`src/rtl/snoop_pkg.sv`:
```
// Shared snoop-channel types: ACE snoop opcodes, CR response flags, the initiator FSM states
// and a helper that line-aligns a byte address.
package snoop_pkg;

  typedef enum logic [3:0] {
    ReadOnce           = 4'b0000,
    ReadShared         = 4'b0001,
    ReadClean          = 4'b0010,
    ReadNotSharedDirty = 4'b0011,
    ReadUnique         = 4'b0111,
    CleanShared        = 4'b1000,
    CleanInvalid       = 4'b1001,
    MakeInvalid        = 4'b1101,
    DvmComplete        = 4'b1110,
    DvmMessage         = 4'b1111
  } acsnoop_t;

  typedef struct packed {
    logic wasUnique;
    logic isShared;
    logic passDirty;
    logic error;
    logic dataTransfer;
  } crresp_t;

  typedef enum logic [2:0] {
    IDLE,
    SEND_AC,
    WAIT_CR,
    RECV_CD,
    RESP
  } snoop_init_state_t;

  // lineBytes must be a power of two; the low address bits inside the line are dropped
  function automatic logic [63:0] lineAlign(input logic [63:0] addr, input int unsigned lineBytes);
    logic [63:0] mask;
    mask = 64'(lineBytes) - 64'd1;
    return addr & ~mask;
  endfunction

endpackage

```
`src/rtl/ariane_ace.sv`:
```
// ACE snoop channel bundles (AC/CR/CD) as seen from the initiator side.
package ariane_ace;

  typedef struct packed {
    logic [63:0]          addr;
    snoop_pkg::acsnoop_t  snoop;
    logic [2:0]           prot;
  } ac_chan_t;

  typedef struct packed {
    logic [63:0] data;
    logic        last;
  } cd_chan_t;

  typedef struct packed {
    logic     ac_valid;
    ac_chan_t ac;
    logic     cr_ready;
    logic     cd_ready;
  } snoop_req_t;

  typedef struct packed {
    logic               ac_ready;
    logic               cr_valid;
    snoop_pkg::crresp_t cr_resp;
    logic               cd_valid;
    cd_chan_t           cd;
  } snoop_resp_t;

endpackage

```
`src/rtl/snoop_cd_collector.sv`:
```
// Assembles CD beats into one cache line and flags early or missing 'last' beats.
// Once the final slot is filled, further beats are swallowed until 'last' arrives.
module snoop_cd_collector #(
  parameter int unsigned LineWidth = 128,
  parameter int unsigned DataWidth = 64
) (
  input  logic                 clk_i,
  input  logic                 rst_ni,
  input  logic                 i_clear,
  input  logic                 i_beatValid,
  input  logic [DataWidth-1:0] i_beatData,
  input  logic                 i_beatLast,
  output logic [LineWidth-1:0] o_line,
  output logic                 o_done,
  output logic                 o_err
);

  localparam int unsigned Beats = LineWidth / DataWidth;
  localparam int unsigned CntW  = $clog2(Beats);
  localparam logic [CntW-1:0] LastIdx = CntW'(Beats - 1);

  logic [CntW-1:0]      r_cnt;
  logic                 r_full;
  logic                 r_err;
  logic [LineWidth-1:0] r_line;
  logic                 w_early;
  logic                 w_missing;

  assign w_early   = i_beatLast && (r_cnt != LastIdx);
  assign w_missing = !i_beatLast && (r_cnt == LastIdx) && !r_full;

  always_ff @(posedge clk_i or negedge rst_ni) begin
    if (!rst_ni) begin
      r_cnt  <= '0;
      r_full <= 1'b0;
      r_err  <= 1'b0;
      r_line <= '0;
    end else if (i_clear) begin
      r_cnt  <= '0;
      r_full <= 1'b0;
      r_err  <= 1'b0;
      r_line <= '0;
    end else if (i_beatValid) begin
      for (int b = 0; b < Beats; b++) begin
        if (!r_full && (r_cnt == CntW'(b))) begin
          r_line[b*DataWidth +: DataWidth] <= i_beatData;
        end
      end
      if (r_cnt == LastIdx) begin
        r_full <= 1'b1;
      end else begin
        r_cnt <= r_cnt + 1'b1;
      end
      if (w_early || w_missing) begin
        r_err <= 1'b1;
      end
    end
  end

  assign o_line = r_line;
  assign o_done = i_beatValid && i_beatLast;
  assign o_err  = r_err;

endmodule

```
`src/rtl/snoop_initiator.sv`:
```
// Initiator side of the ACE snoop channels: one snoop in flight, AC out, CR/CD in, one line result back.
// Optional response watchdog enabled by defining SNOOP_INITIATOR_TIMEOUT_EN.
module snoop_initiator
  import snoop_pkg::*;
#(
  parameter int unsigned LineWidth     = 128,
  parameter int unsigned DataWidth     = 64,
  parameter int unsigned TimeoutCycles = 1024
) (
  input  logic                    clk_i,
  input  logic                    rst_ni,
  input  logic                    req_valid_i,
  output logic                    req_ready_o,
  input  logic [63:0]             req_addr_i,
  input  acsnoop_t                req_snoop_i,
  output logic                    resp_valid_o,
  input  logic                    resp_ready_i,
  output logic [LineWidth-1:0]    resp_data_o,
  output logic                    resp_has_data_o,
  output logic                    resp_pass_dirty_o,
  output logic                    resp_is_shared_o,
  output logic                    resp_error_o,
  output ariane_ace::snoop_req_t  snoop_req_o,
  input  ariane_ace::snoop_resp_t snoop_resp_i,
  output logic                    busy_o
);

  localparam int unsigned LineBytes = LineWidth / 8;

  snoop_init_state_t r_state;
  snoop_init_state_t w_nextState;

  logic [63:0] r_lineAddr;
  acsnoop_t    r_snoop;
  logic        r_hasData;
  logic        r_passDirty;
  logic        r_isShared;
  logic        r_crErr;

  logic w_accept;
  logic w_acHs;
  logic w_crHs;
  logic w_cdHs;
  logic w_cdDone;
  logic w_cdErr;
  logic w_timeout;
  logic w_toErr;
  logic w_unusedWasUnique;

  assign w_accept = (r_state == IDLE)    && req_valid_i;
  assign w_acHs   = (r_state == SEND_AC) && snoop_resp_i.ac_ready;
  assign w_crHs   = (r_state == WAIT_CR) && snoop_resp_i.cr_valid;
  assign w_cdHs   = (r_state == RECV_CD) && snoop_resp_i.cd_valid;

  assign w_unusedWasUnique = snoop_resp_i.cr_resp.wasUnique;

  snoop_cd_collector #(
    .LineWidth (LineWidth),
    .DataWidth (DataWidth)
  ) u_cdCollector (
    .clk_i       (clk_i),
    .rst_ni      (rst_ni),
    .i_clear     (w_accept),
    .i_beatValid (w_cdHs),
    .i_beatData  (snoop_resp_i.cd.data[DataWidth-1:0]),
    .i_beatLast  (snoop_resp_i.cd.last),
    .o_line      (resp_data_o),
    .o_done      (w_cdDone),
    .o_err       (w_cdErr)
  );

`ifdef SNOOP_INITIATOR_TIMEOUT_EN
  localparam int unsigned ToWidth = $clog2(TimeoutCycles + 1);
  localparam logic [ToWidth-1:0] ToLast = ToWidth'(TimeoutCycles - 1);

  logic [ToWidth-1:0] r_toCnt;
  logic               r_toErr;
  logic               w_waiting;

  assign w_waiting = (r_state == WAIT_CR) || (r_state == RECV_CD);
  assign w_timeout = w_waiting && !w_crHs && !w_cdHs && (r_toCnt == ToLast);

  // Watchdog restarts on every channel handshake, so it measures idle gaps, not total latency
  always_ff @(posedge clk_i or negedge rst_ni) begin
    if (!rst_ni) begin
      r_toCnt <= '0;
      r_toErr <= 1'b0;
    end else begin
      if (w_acHs || w_crHs || w_cdHs) begin
        r_toCnt <= '0;
      end else if (w_waiting) begin
        r_toCnt <= r_toCnt + 1'b1;
      end
      if (w_accept) begin
        r_toErr <= 1'b0;
      end else if (w_timeout) begin
        r_toErr <= 1'b1;
      end
    end
  end

  assign w_toErr = r_toErr;
`else
  logic w_unusedTimeout;
  assign w_unusedTimeout = ^TimeoutCycles;
  assign w_timeout       = 1'b0;
  assign w_toErr         = 1'b0;
`endif

  always_comb begin
    w_nextState  = r_state;
    req_ready_o  = 1'b0;
    resp_valid_o = 1'b0;
    snoop_req_o          = '0;
    snoop_req_o.ac.addr  = r_lineAddr;
    snoop_req_o.ac.snoop = r_snoop;
    snoop_req_o.ac.prot  = 3'b000;
    unique case (r_state)
      IDLE: begin
        req_ready_o = 1'b1;
        if (req_valid_i) w_nextState = SEND_AC;
      end
      SEND_AC: begin
        snoop_req_o.ac_valid = 1'b1;
        if (snoop_resp_i.ac_ready) w_nextState = WAIT_CR;
      end
      WAIT_CR: begin
        snoop_req_o.cr_ready = 1'b1;
        if (snoop_resp_i.cr_valid) begin
          w_nextState = snoop_resp_i.cr_resp.dataTransfer ? RECV_CD : RESP;
        end else if (w_timeout) begin
          w_nextState = RESP;
        end
      end
      RECV_CD: begin
        snoop_req_o.cd_ready = 1'b1;
        if (w_cdDone || w_timeout) w_nextState = RESP;
      end
      RESP: begin
        resp_valid_o = 1'b1;
        if (resp_ready_i) w_nextState = IDLE;
      end
      default: w_nextState = IDLE;
    endcase
  end

  always_ff @(posedge clk_i or negedge rst_ni) begin
    if (!rst_ni) begin
      r_state     <= IDLE;
      r_lineAddr  <= '0;
      r_snoop     <= ReadOnce;
      r_hasData   <= 1'b0;
      r_passDirty <= 1'b0;
      r_isShared  <= 1'b0;
      r_crErr     <= 1'b0;
    end else begin
      r_state <= w_nextState;
      if (w_accept) begin
        r_lineAddr  <= lineAlign(req_addr_i, LineBytes);
        r_snoop     <= req_snoop_i;
        r_hasData   <= 1'b0;
        r_passDirty <= 1'b0;
        r_isShared  <= 1'b0;
        r_crErr     <= 1'b0;
      end
      if (w_crHs) begin
        r_hasData   <= snoop_resp_i.cr_resp.dataTransfer;
        r_passDirty <= snoop_resp_i.cr_resp.passDirty;
        r_isShared  <= snoop_resp_i.cr_resp.isShared;
        r_crErr     <= snoop_resp_i.cr_resp.error;
      end
    end
  end

  assign resp_has_data_o   = r_hasData;
  assign resp_pass_dirty_o = r_passDirty;
  assign resp_is_shared_o  = r_isShared;
  assign resp_error_o      = r_crErr || w_cdErr || w_toErr;
  assign busy_o            = (r_state != IDLE);

endmodule

```
`config.mk`:
```
export PLATFORM = sky130hd
export DESIGN_NAME = snoop_initiator
export DESIGN_NICKNAME = d
export VERILOG_FILES = /design/src/rtl/snoop_pkg.sv /design/src/rtl/ariane_ace.sv /design/src/rtl/snoop_cd_collector.sv /design/src/rtl/snoop_initiator.sv
export SDC_FILE = /design/constraint.sdc
export NUM_CORES = 1
export LEC_CHECK = 0
export ABC_CLOCK_PERIOD_IN_PS = 2000
export CELL_PAD_IN_SITES_DETAIL_PLACEMENT = 2
export CELL_PAD_IN_SITES_GLOBAL_PLACEMENT = 2
export CORE_MARGIN = 2
export CORE_UTILIZATION = 25
export CTS_BUF_LIST = sky130_fd_sc_hd__clkbuf_8
export CTS_CLUSTER_DIAMETER = 50
export CTS_CLUSTER_SIZE = 16
export DETAILED_ROUTE_END_ITERATION = 6
export HOLD_SLACK_MARGIN = 0.03
export PLACE_DENSITY = 0.8
export SETUP_SLACK_MARGIN = 0.1
export SLEW_MARGIN = 30
export SYNTH_ARGS = -nofsm -noshare
export SYNTH_HDL_FRONTEND = slang
export SYNTH_SLANG_ARGS = --single-unit
```
`constraint.sdc`:
```
create_clock -name clk_i -period 2 [get_ports clk_i]
set_input_delay 0.5 -clock clk_i [delete_from_list [all_inputs] [get_ports clk_i]]
set_output_delay 0.5 -clock clk_i [all_outputs]
set_load 0.01 [all_outputs]
```
; Word-level counts from Yosys, hierarchy flattened
; Index checks and enable logic that the tools add are counted.
[totals]
wordCells = 79
latchBits = 0
input_bits = 145
out_inout_bits = 209
rom_bits = 0
n_memories = 0
ramBits = 0
regBits = 202
[op_classes]
reduce_logical = 26
n_eq_ne = 9
addsub = 1
mux = 30
bitwise = 1
div = 0
magnitude_cmp = 0
multipliers = 0
shifts = 0
[ops]
columns = operator, count
row1 = 128-bit 2-to-1 mux, 2
row2 = 64-bit 2-to-1 mux, 2
row3 = 1-bit 2-to-1 mux, 19
row4 = 3-bit 2-to-1 mux, 6
row5 = 3-bit case mux with 5 select lines, 1
row6 = 2-bit nonzero test, 6
row7 = 1-bit logical AND, 9
row8 = 2-bit != test (second input constant), 4
row9 = 2-bit AND reduction, 4
row10 = 3-bit by 2-bit == test with 1-bit output (second input constant), 2
row11 = 5-bit AND reduction, 1
row12 = 3-bit by 1-bit == test with 1-bit output (second input constant), 1
row13 = 3-bit == test (second input constant), 1
row14 = 3-bit zero test, 1
row15 = 3-bit nonzero test, 1
row16 = 1-bit zero test, 2
row17 = 1-bit logical OR, 2
row18 = 2-bit by 1-bit != test with 1-bit output (second input constant), 1
row19 = 1-bit adder (second input constant), 1
row20 = 1-bit NOT, 1

; Depth between registers and ports, before layout
; Gate-level depths: netlist of run 1.
[logic_depth]
ltp_word = 7
depth_mapped = 6
ltp_nobuf = 3

; Hierarchy
; From an unflattened synthesis of run 1, not the netlist that was laid out.
[hier_totals]
hier_cells = 683
area_unflattened_um2 = 9102.5
[modules_own_cells]
columns = mod, seq_area_each_um2, instances, area_each_um2, cells_each
row1 = snoop_cd_collector, 3278.1, 1, 6077.1, 502
row2 = snoop_initiator, 1776.7, 1, 3025.4, 181

; Worst setup path before layout of run 1
; No wires, ideal clock.
[synth_path]
path_type = input-to-reg
startpoint = input port req_valid_i
endpoint = register u_cdCollector.r_line[123] (netlist: u_cdCollector.o_line[123])
setup_ns = 0.130
path_slack_ns = 0.382
arrival_ns = 1.489
required_time_ns = 1.870
n_path_buf = 3
stages = 6
cell_sequence = or4b_1 > clkbuf_1 > buf_6 > buf_2 > nand4_1 > o21ai_1
[synth_between]
elab_chain_cells = 3
[synth_lines]
columns = element, line_no
row1 = "start, declared", snoop_initiator.sv:12  ; input logic req_valid_i,
row2 = 1-bit logical AND *, snoop_initiator.sv:50  ; assign w_accept = (r_state == IDLE) && req_valid_i;
row3 = 2-bit nonzero test (no source line), -
row4 = 2-bit AND reduction (no source line), -
row5 = "end signal, assigned by index", snoop_cd_collector.sv:46  ; r_line[b*DataWidth +: DataWidth] <= i_beatData;
row6 = "end, declared", snoop_cd_collector.sv:25  ; logic [LineWidth-1:0] r_line;
; Mark *: on every way between the ends. The rest lies on a longest branch, timed or not.
; A chain may end at the register's enable or synchronous reset.

; Worst setup path after layout of run 1
[layout_path]
startpoint = register r_state[1]
endpoint = register u_cdCollector.r_line[124] (netlist: u_cdCollector.o_line[124])
[layout_between]
elab_chain_cells = 4
[layout_lines]
columns = element, line_no
row1 = "start, declared", snoop_initiator.sv:30  ; snoop_init_state_t r_state;
row2 = "start signal, assigned", snoop_initiator.sv:157  ; r_state <= w_nextState;
row3 = 3-bit by 2-bit == test with 1-bit output / 3-bit zero test (equally long branches), "snoop_initiator.sv:53, snoop_initiator.sv:50"
row4 = 1-bit logical AND (on tied branches), "snoop_initiator.sv:53, snoop_initiator.sv:50"
row5 = 2-bit nonzero test (no source line), -
row6 = 2-bit AND reduction (no source line), -
; Parallel ways exist; a longest one is shown, timed or not.

==> impl_metrics.env, run 1 <==
export IMPL_outcome="complete, but fails checks"
export IMPL_violations="setup timing"
export IMPL_path_class="reg2reg"
export IMPL_cts_buffers=34
export IMPL_crit_top_cell="buf_6"
export IMPL_critPathLaunchType="flop"
export IMPL_synthTopCellsByCount="nand2_1, dfrtp_1, o21ai_0, nand3_1, clkbuf_1"
export IMPL_viasPerCell=4.78
export IMPL_dp_hpwl_um=24400
export IMPL_tritoncts="built"
export IMPL_cts_buffer_depth=3
export IMPL_grt_pass1_wl_um=56700
export IMPL_regArea_sq_um=5060
export IMPL_drive_gt1_frac=0.228
export IMPL_wl_per_cell_um=22.0
export IMPL_antenna_found_initial=1
export IMPL_fin_ws_ns=-0.0715
export IMPL_setup_tns_ns=-2.55
export IMPL_ys_ff_latch=202
export IMPL_cts_num_sinks=202
export IMPL_ir_drop_uv=575
export IMPL_areaGrowthSynthToFinish_pct=71.9
export IMPL_grt_max_degree=66
export IMPL_p_total_uw=21300
export IMPL_ys_warn_count=0
export IMPL_skew_ns=0.0206
export IMPL_slowest_delay_ns=0.58
export IMPL_die_h_um=185
export IMPL_ys_seq_area_frac=0.616
export IMPL_synth_most_common_cell="nand2_1"
export IMPL_netlist_area_sq_um=8210
export IMPL_synth_top_area_frac=0.616
export IMPL_dpl_cell_count=1654
export IMPL_placement_setup_worst_slack_ns=-0.266
export IMPL_fin_crit_ns=2.07
export IMPL_power_density_nw_per_um2=1510
export IMPL_max_cap_violations=0
export IMPL_hold_viol_final=0
export IMPL_cp_required_ns=2.40
export IMPL_synth_edf_count=0
export IMPL_design_core_area_sq_um=32500
export IMPL_io_pins=354
export IMPL_async_flop_share=1.00
export IMPL_io_buffer_count=341
export IMPL_setup_viol=101
export IMPL_syn_area_per_cell_sq_um=9.06
export IMPL_synth_area_leaders="dfrtp_1, nand2_1, o21ai_0"
export IMPL_fmax_mhz=483
export IMPL_drc=0
export IMPL_wl_um=38500
export IMPL_slew_violations=0
export IMPL_p_leak_uw=0.00691
export IMPL_drt_pass1_iter_count=4
export IMPL_worstPathArrival_ns=2.47
export IMPL_drtIter0Drc=279
export IMPL_num_rows=66
export IMPL_vias=8351
export IMPL_grt_pass1_vias=9386
export IMPL_cp_slowest_cell="or4b_4"
export IMPL_clk_latency_ns=0.53
export IMPL_final_util=0.435
export IMPL_htree_num_levels=2
export IMPL_crit_chain="buf_6, buf_6, buf_6, or4b_4, buf_8, buf_12, buf_12, nand2_1, o21ai_0"
export IMPL_rsz0062_at_grt="yes"
export IMPL_routabilityCongestion=0.751
export IMPL_ant_nets=0
export IMPL_grt_usage=0.217
export IMPL_synth_top_area_cell="dfrtp_1"
export IMPL_fp_dieArea_sq_um=34300
export IMPL_ys_types=31
export IMPL_holdCritPathClass="in2async"
export IMPL_multi_input_area_sq_um=3530
export IMPL_nets=1426
export IMPL_start_util=0.253
export IMPL_synth_ff_type="dfrtp_1"
export IMPL_die_w_um=185
export IMPL_synthCells=906
export IMPL_end_kind="flop"
export IMPL_overflow=0
export IMPL_nFillCells=3472
export IMPL_clkTransAtPathRegs_ns=0.07
export IMPL_period_share=1.04
export IMPL_cts_root_buf="clkbuf_8"
export IMPL_r2r_cells=9
export IMPL_cp_max_fo=6
export IMPL_final_cells=1748
==> worst max-delay path, delay by kind of cell (launching register included) <==
kind	cells	cell delay, ns
buffers and inverters	6	0.77
DFF	1	0.43
AOI/OAI and AO/OA	1	0.08
and+or+nand+nor	2	0.66
==> cell type report <==
| class | instances | area share |
|---|---|---|
| Clock buffer | 41 | 0.0400 |
| Multi-Input combinational cell | 624 | 0.250 |
| Timing Repair Buffer | 415 | 0.298 |
| Antenna cell | 1 | 0.000177 |
| Tap cell | 442 | 0.0392 |
| Clock inverter | 19 | 0.0133 |
| Sequential cell | 202 | 0.358 |
| Inverter | 4 | 0.00106 |
==> cells in the final DEF, fill, tap and decap left out, types with 5 or more instances in the layout <==
| master | Yosys | layout |
|---|---|---|
| nand2_1 | 322 | 201 |
| dfrtp_1 | 202 | 199 |
| dlygate4sd2_1 | 0 | 195 |
| clkdlybuf4s50_1 | 0 | 138 |
| nand3_1 | 119 | 119 |
| nand2_2 | 0 | 66 |
| o21ai_1 | 6 | 65 |
| nand2_4 | 0 | 55 |
| o21ai_0 | 124 | 45 |
| clkbuf_8 | 0 | 42 |
| buf_4 | 7 | 32 |
| o21ai_2 | 0 | 20 |
| buf_12 | 0 | 19 |
| nand4_1 | 11 | 11 |
| buf_6 | 1 | 9 |
| buf_16 | 0 | 8 |
| inv_1 | 4 | 7 |
| conb_1 | 1 | 7 |
| buf_2 | 28 | 6 |
| nor2_1 | 7 | 5 |
| a22o_1 | 5 | 5 |
| clkinv_2 | 0 | 5 |
==> metrics by stage <==
stage	hold slack, ns	cell area, sq um
3_5_place_dp	0.431	12300
3_3_place_gp	0.429	12300
6_report	0.439	14100
2_1_floorplan	0.204	8230
4_1_cts	0.431	13500
5_1_grt	0.442	14100
==> final timing paths <==
path,startpoint,endpoint,slack (ns)
worst max-delay path,r_state[1],u_cdCollector.o_line[124],-0.07
worst min-delay path,rst_ni,r_lineAddr[21],0.44
worst max register to register,r_state[1],u_cdCollector.o_line[124],-0.07
worst min register to register,r_lineAddr[45],r_lineAddr[45],0.47
max in group asynchronous,rst_ni,r_lineAddr[51],0.87
min in group clk_i,r_lineAddr[45],r_lineAddr[45],0.47
==> where the power goes <==
| group | internal (uW) | switching [uW] | leakage (uW) |
|---|---|---|---|
| logic | 4370 | 5580 | 0.00387 |
| registers | 5820 | 1330 | 0.00264 |
| clock network | 2290 | 1910 | 0.000396 |
==> cell families (layout without fill, tap and decap cells) <==
| family | count (synthesis) | after routing | synth area share |
|---|---|---|---|
| AO/OA/AOI/OAI | 142 | 142 | 0.0905 |
| buffers and inverters | 87 | 479 | 0.0482 |
| flip-flops | 202 | 202 | 0.616 |
| multiplexers | 1 | 1 | 0.00137 |
| other | 1 | 8 | 0.000457 |
| AND/OR/NAND/NOR | 473 | 474 | 0.244 |
==> registers in the layout (all words and copies together) (netlist names) <==
signal                flops
u_cdCollector.r_cnt       1
resp_has_data_o           1
r_snoop                   4
r_crErr                   1
u_cdCollector.r_full      1
r_state                   3
resp_pass_dirty_o         1
u_cdCollector.o_line    128
u_cdCollector.o_err       1
resp_is_shared_o          1
r_lineAddr               60
==> layer usage <==
layer | GRT usage | vias up | wire, um
li1 | - | 3752 | -
met1 | 0.258 | 4294 | 15300
met2 | 0.381 | 233 | 20000
met3 | 0.0466 | 72 | 1870
met4 | 0.0835 | 0 | 1280
met5 | 0 | - | 0
==> what timing repair did <==
action                                  in CTS  in global routing
resized for setup                          354                197
buffers inserted                            21                  0
hold buffers                                 1                  0
endpoints found under the setup margin     233                191
pin swaps                                   26                 79
gates cloned                                11                  4
hold endpoints to repair                    27                  0
Note: power is estimated with default switching activity, not from simulation.
==> run 2, diff against run 1 <==
--- a/config.mk
+++ b/config.mk
@@ -5,17 +5,17 @@
 export SDC_FILE = /design/constraint.sdc
 export NUM_CORES = 1
 export LEC_CHECK = 0
-export ABC_CLOCK_PERIOD_IN_PS = 2000
+export ABC_CLOCK_PERIOD_IN_PS = 2400
 export CELL_PAD_IN_SITES_DETAIL_PLACEMENT = 2
 export CELL_PAD_IN_SITES_GLOBAL_PLACEMENT = 2
 export CORE_MARGIN = 2
-export CORE_UTILIZATION = 25
+export CORE_UTILIZATION = 26
 export CTS_BUF_LIST = sky130_fd_sc_hd__clkbuf_8
 export CTS_CLUSTER_DIAMETER = 50
 export CTS_CLUSTER_SIZE = 16
 export DETAILED_ROUTE_END_ITERATION = 6
 export HOLD_SLACK_MARGIN = 0.03
-export PLACE_DENSITY = 0.8
+export PLACE_DENSITY = 0.83
 export SETUP_SLACK_MARGIN = 0.1
 export SLEW_MARGIN = 30
 export SYNTH_ARGS = -nofsm -noshare
==> constraint.sdc (replaced) <==
create_clock -name clk_i -period 2.4 [get_ports clk_i]
set_input_delay 0.6 -clock clk_i [delete_from_list [all_inputs] [get_ports clk_i]]
set_output_delay 0.6 -clock clk_i [all_outputs]
set_load 0.01 [all_outputs]
==> impl_metrics.env, run 2 (synthesized netlist as in run 1, its figures left out) <==
export IMPL_dp_hpwl_um=23900
export IMPL_p_leak_uw=0.00563
export IMPL_critPathLaunchType="flop"
export IMPL_power_density_nw_per_um2=1300
export IMPL_setup_tns_ns=0
export IMPL_grt_pass1_wl_um=55000
export IMPL_rrSetupSlack_ns=0.29
export IMPL_fmax_mhz=456
export IMPL_final_util=0.413
export IMPL_ant_nets=0
export IMPL_reg2reg_from="r_state[1]"
export IMPL_die_w_um=182
export IMPL_cts_root_buf="clkbuf_8"
export IMPL_io_pins=354
export IMPL_hold_viol_final=0
export IMPL_cts_num_sinks=202
export IMPL_mostFrequentLayoutCells="clkdlybuf4s50_1, nand2_1, dfrtp_1"
export IMPL_path_buf_inv=1
export IMPL_crit_cells=1
export IMPL_design_area_sq_um=12900
export IMPL_timing_rr_end="u_cdCollector.o_line[78]"
export IMPL_cp_top_family="buffers and inverters"
export IMPL_ir_drop_uv=434
export IMPL_power_share_switching=0.385
export IMPL_period_share=0.914
export IMPL_nFillCells=3379
export IMPL_largest_reg_flops=128
export IMPL_wl_per_cell_um=21.1
export IMPL_routabilityCongestion=0.806
export IMPL_power_internal_uw=10300
export IMPL_die_h_um=182
export IMPL_design_core_area_sq_um=31300
export IMPL_drtIter0Drc=259
export IMPL_path_class="reg2out"
export IMPL_fp_dieArea_sq_um=33000
export IMPL_drt_pass1_iter_count=4
export IMPL_num_rows=65
export IMPL_cts_buffer_depth=3
export IMPL_antenna_found_initial=1
export IMPL_power_switching_uw=6460
export IMPL_cp_endpoint="resp_data_o[20]"
export IMPL_cp_slowest_cell="clkdlybuf4s50_1"
export IMPL_outcome="complete, no violations"
export IMPL_grt_max_degree=105
export IMPL_nets=1378
export IMPL_htree_num_levels=1
export IMPL_viasPerCell=4.85
export IMPL_wl_um=35000
export IMPL_setup_viol=0
export IMPL_r2r_cells=6
export IMPL_critPathLaunch="u_cdCollector.o_line[20]"
export IMPL_cts_buffers=31
export IMPL_overflow=0
export IMPL_cp_max_fo=2
export IMPL_end_kind="output pin"
export IMPL_max_cap_violations=0
export IMPL_holdCritPathClass="reg2reg"
export IMPL_crit_chain="clkdlybuf4s50_1"
export IMPL_io_buffer_count=341
export IMPL_clockPowerShare=0.208
export IMPL_slew_headroom=0.603
export IMPL_vias=8057
export IMPL_clkTransAtPathRegs_ns=0.07
export IMPL_drc=0
export IMPL_worstPathArrival_ns=1.59
export IMPL_cp_required_ns=1.80
export IMPL_comb_power_share=0.452
export IMPL_slew_violations=0
export IMPL_tightest_slew_ns=0.596
export IMPL_rsz0062_at_grt="no"
export IMPL_slowest_delay_ns=0.67
export IMPL_tritoncts="built"
export IMPL_fin_crit_ns=2.19
export IMPL_drive_gt1_frac=0.0803
export IMPL_dpl_instance_area_sq_um=12100
export IMPL_skew_ns=0.0235
export IMPL_areaGrowthSynthToFinish_pct=57.4
export IMPL_grt_usage=0.212
export IMPL_start_util=0.262
export IMPL_clk_latency_ns=0.59
export IMPL_layout_commonest_cell="clkdlybuf4s50_1"
export IMPL_pwr_share_seq=0.340
export IMPL_grt_pass1_vias=9162
[run 2: cell types whose count changed in the layout (fill, tap and decap cells not counted), sizes merged]
cell	previous run	this run
clkbuf	45	38
clkdlybuf4s50	138	333
buf	77	29
clkinv	6	5
bufinv	3	5
or4b	2	1
clkinvlp	3	6
dlygate4sd2	195	5
[run 2: area by class of cell]
cell class	instances	area, sq um	area share
Timing Repair Buffer	371	3770	0.291
Multi-Input combinational cell	623	2820	0.218
Sequential cell	202	5060	0.391
Antenna cell	1	2.50	0.000194
Tap cell	402	503	0.0389
Clock buffer	35	482	0.0373
Clock inverter	23	275	0.0213
Inverter	4	15.0	0.00116
[run 2: worst min path at each step]
| stage | from | endpoint | depth (start not counted) |
|---|---|---|---|
| floorplan | rst_ni | r_crErr | 0 |
| global placement | r_snoop[2] | r_snoop[2] | 2 |
| detailed placement | r_lineAddr[59] | r_lineAddr[59] | 2 |
| CTS | r_lineAddr[60] | r_lineAddr[60] | 2 |
| global route | r_lineAddr[59] | r_lineAddr[59] | 2 |
| finish | r_lineAddr[60] | r_lineAddr[60] | 2 |
[run 2: routing by layer]
layer | up-vias | share of wire | track usage
met5 | - | 0 | 0
met4 | 0 | 0.040 | 0.0836
met3 | 73 | 0.044 | 0.0341
met2 | 223 | 0.52 | 0.378
met1 | 4138 | 0.40 | 0.257
li1 | 3623 | - | -
[run 2: through the flow]
stage | instances | setup WS (ns) | total power [uW] | hold slack, ns
detailed placement | 1594 | 0.0829 | 13300 | 0.468
floorplan | 912 | 0.682 | 8610 | 0.304
CTS | 1660 | 0.115 | 17000 | 0.485
global route | 1661 | 0.106 | 17900 | 0.494
global placement | 1594 | 0.0991 | 13000 | 0.459
finish | 1661 | 0.206 | 16800 | 0.476
[run 2: power by group through the flow]
stage / Combinational [uW] / Sequential, uW / Clock, uW
final: 7580 / 5710 / 3490
after global routing: 8200 / 5920 / 3750
after CTS: 7710 / 5730 / 3600
after detailed placement: 7530 / 5810 / 0
after global placement: 7270 / 5690 / 0
after floorplan: 2350 / 6260 / 0
[run 2: what timing repair did]
action,4_1_cts,5_1_grt
setup buffers,7,0
pin swaps,0,0
hold endpoints to repair,39,0
setup endpoints to repair,7,2
hold buffers,1,0
gates resized for setup,12,4
cloned,0,0
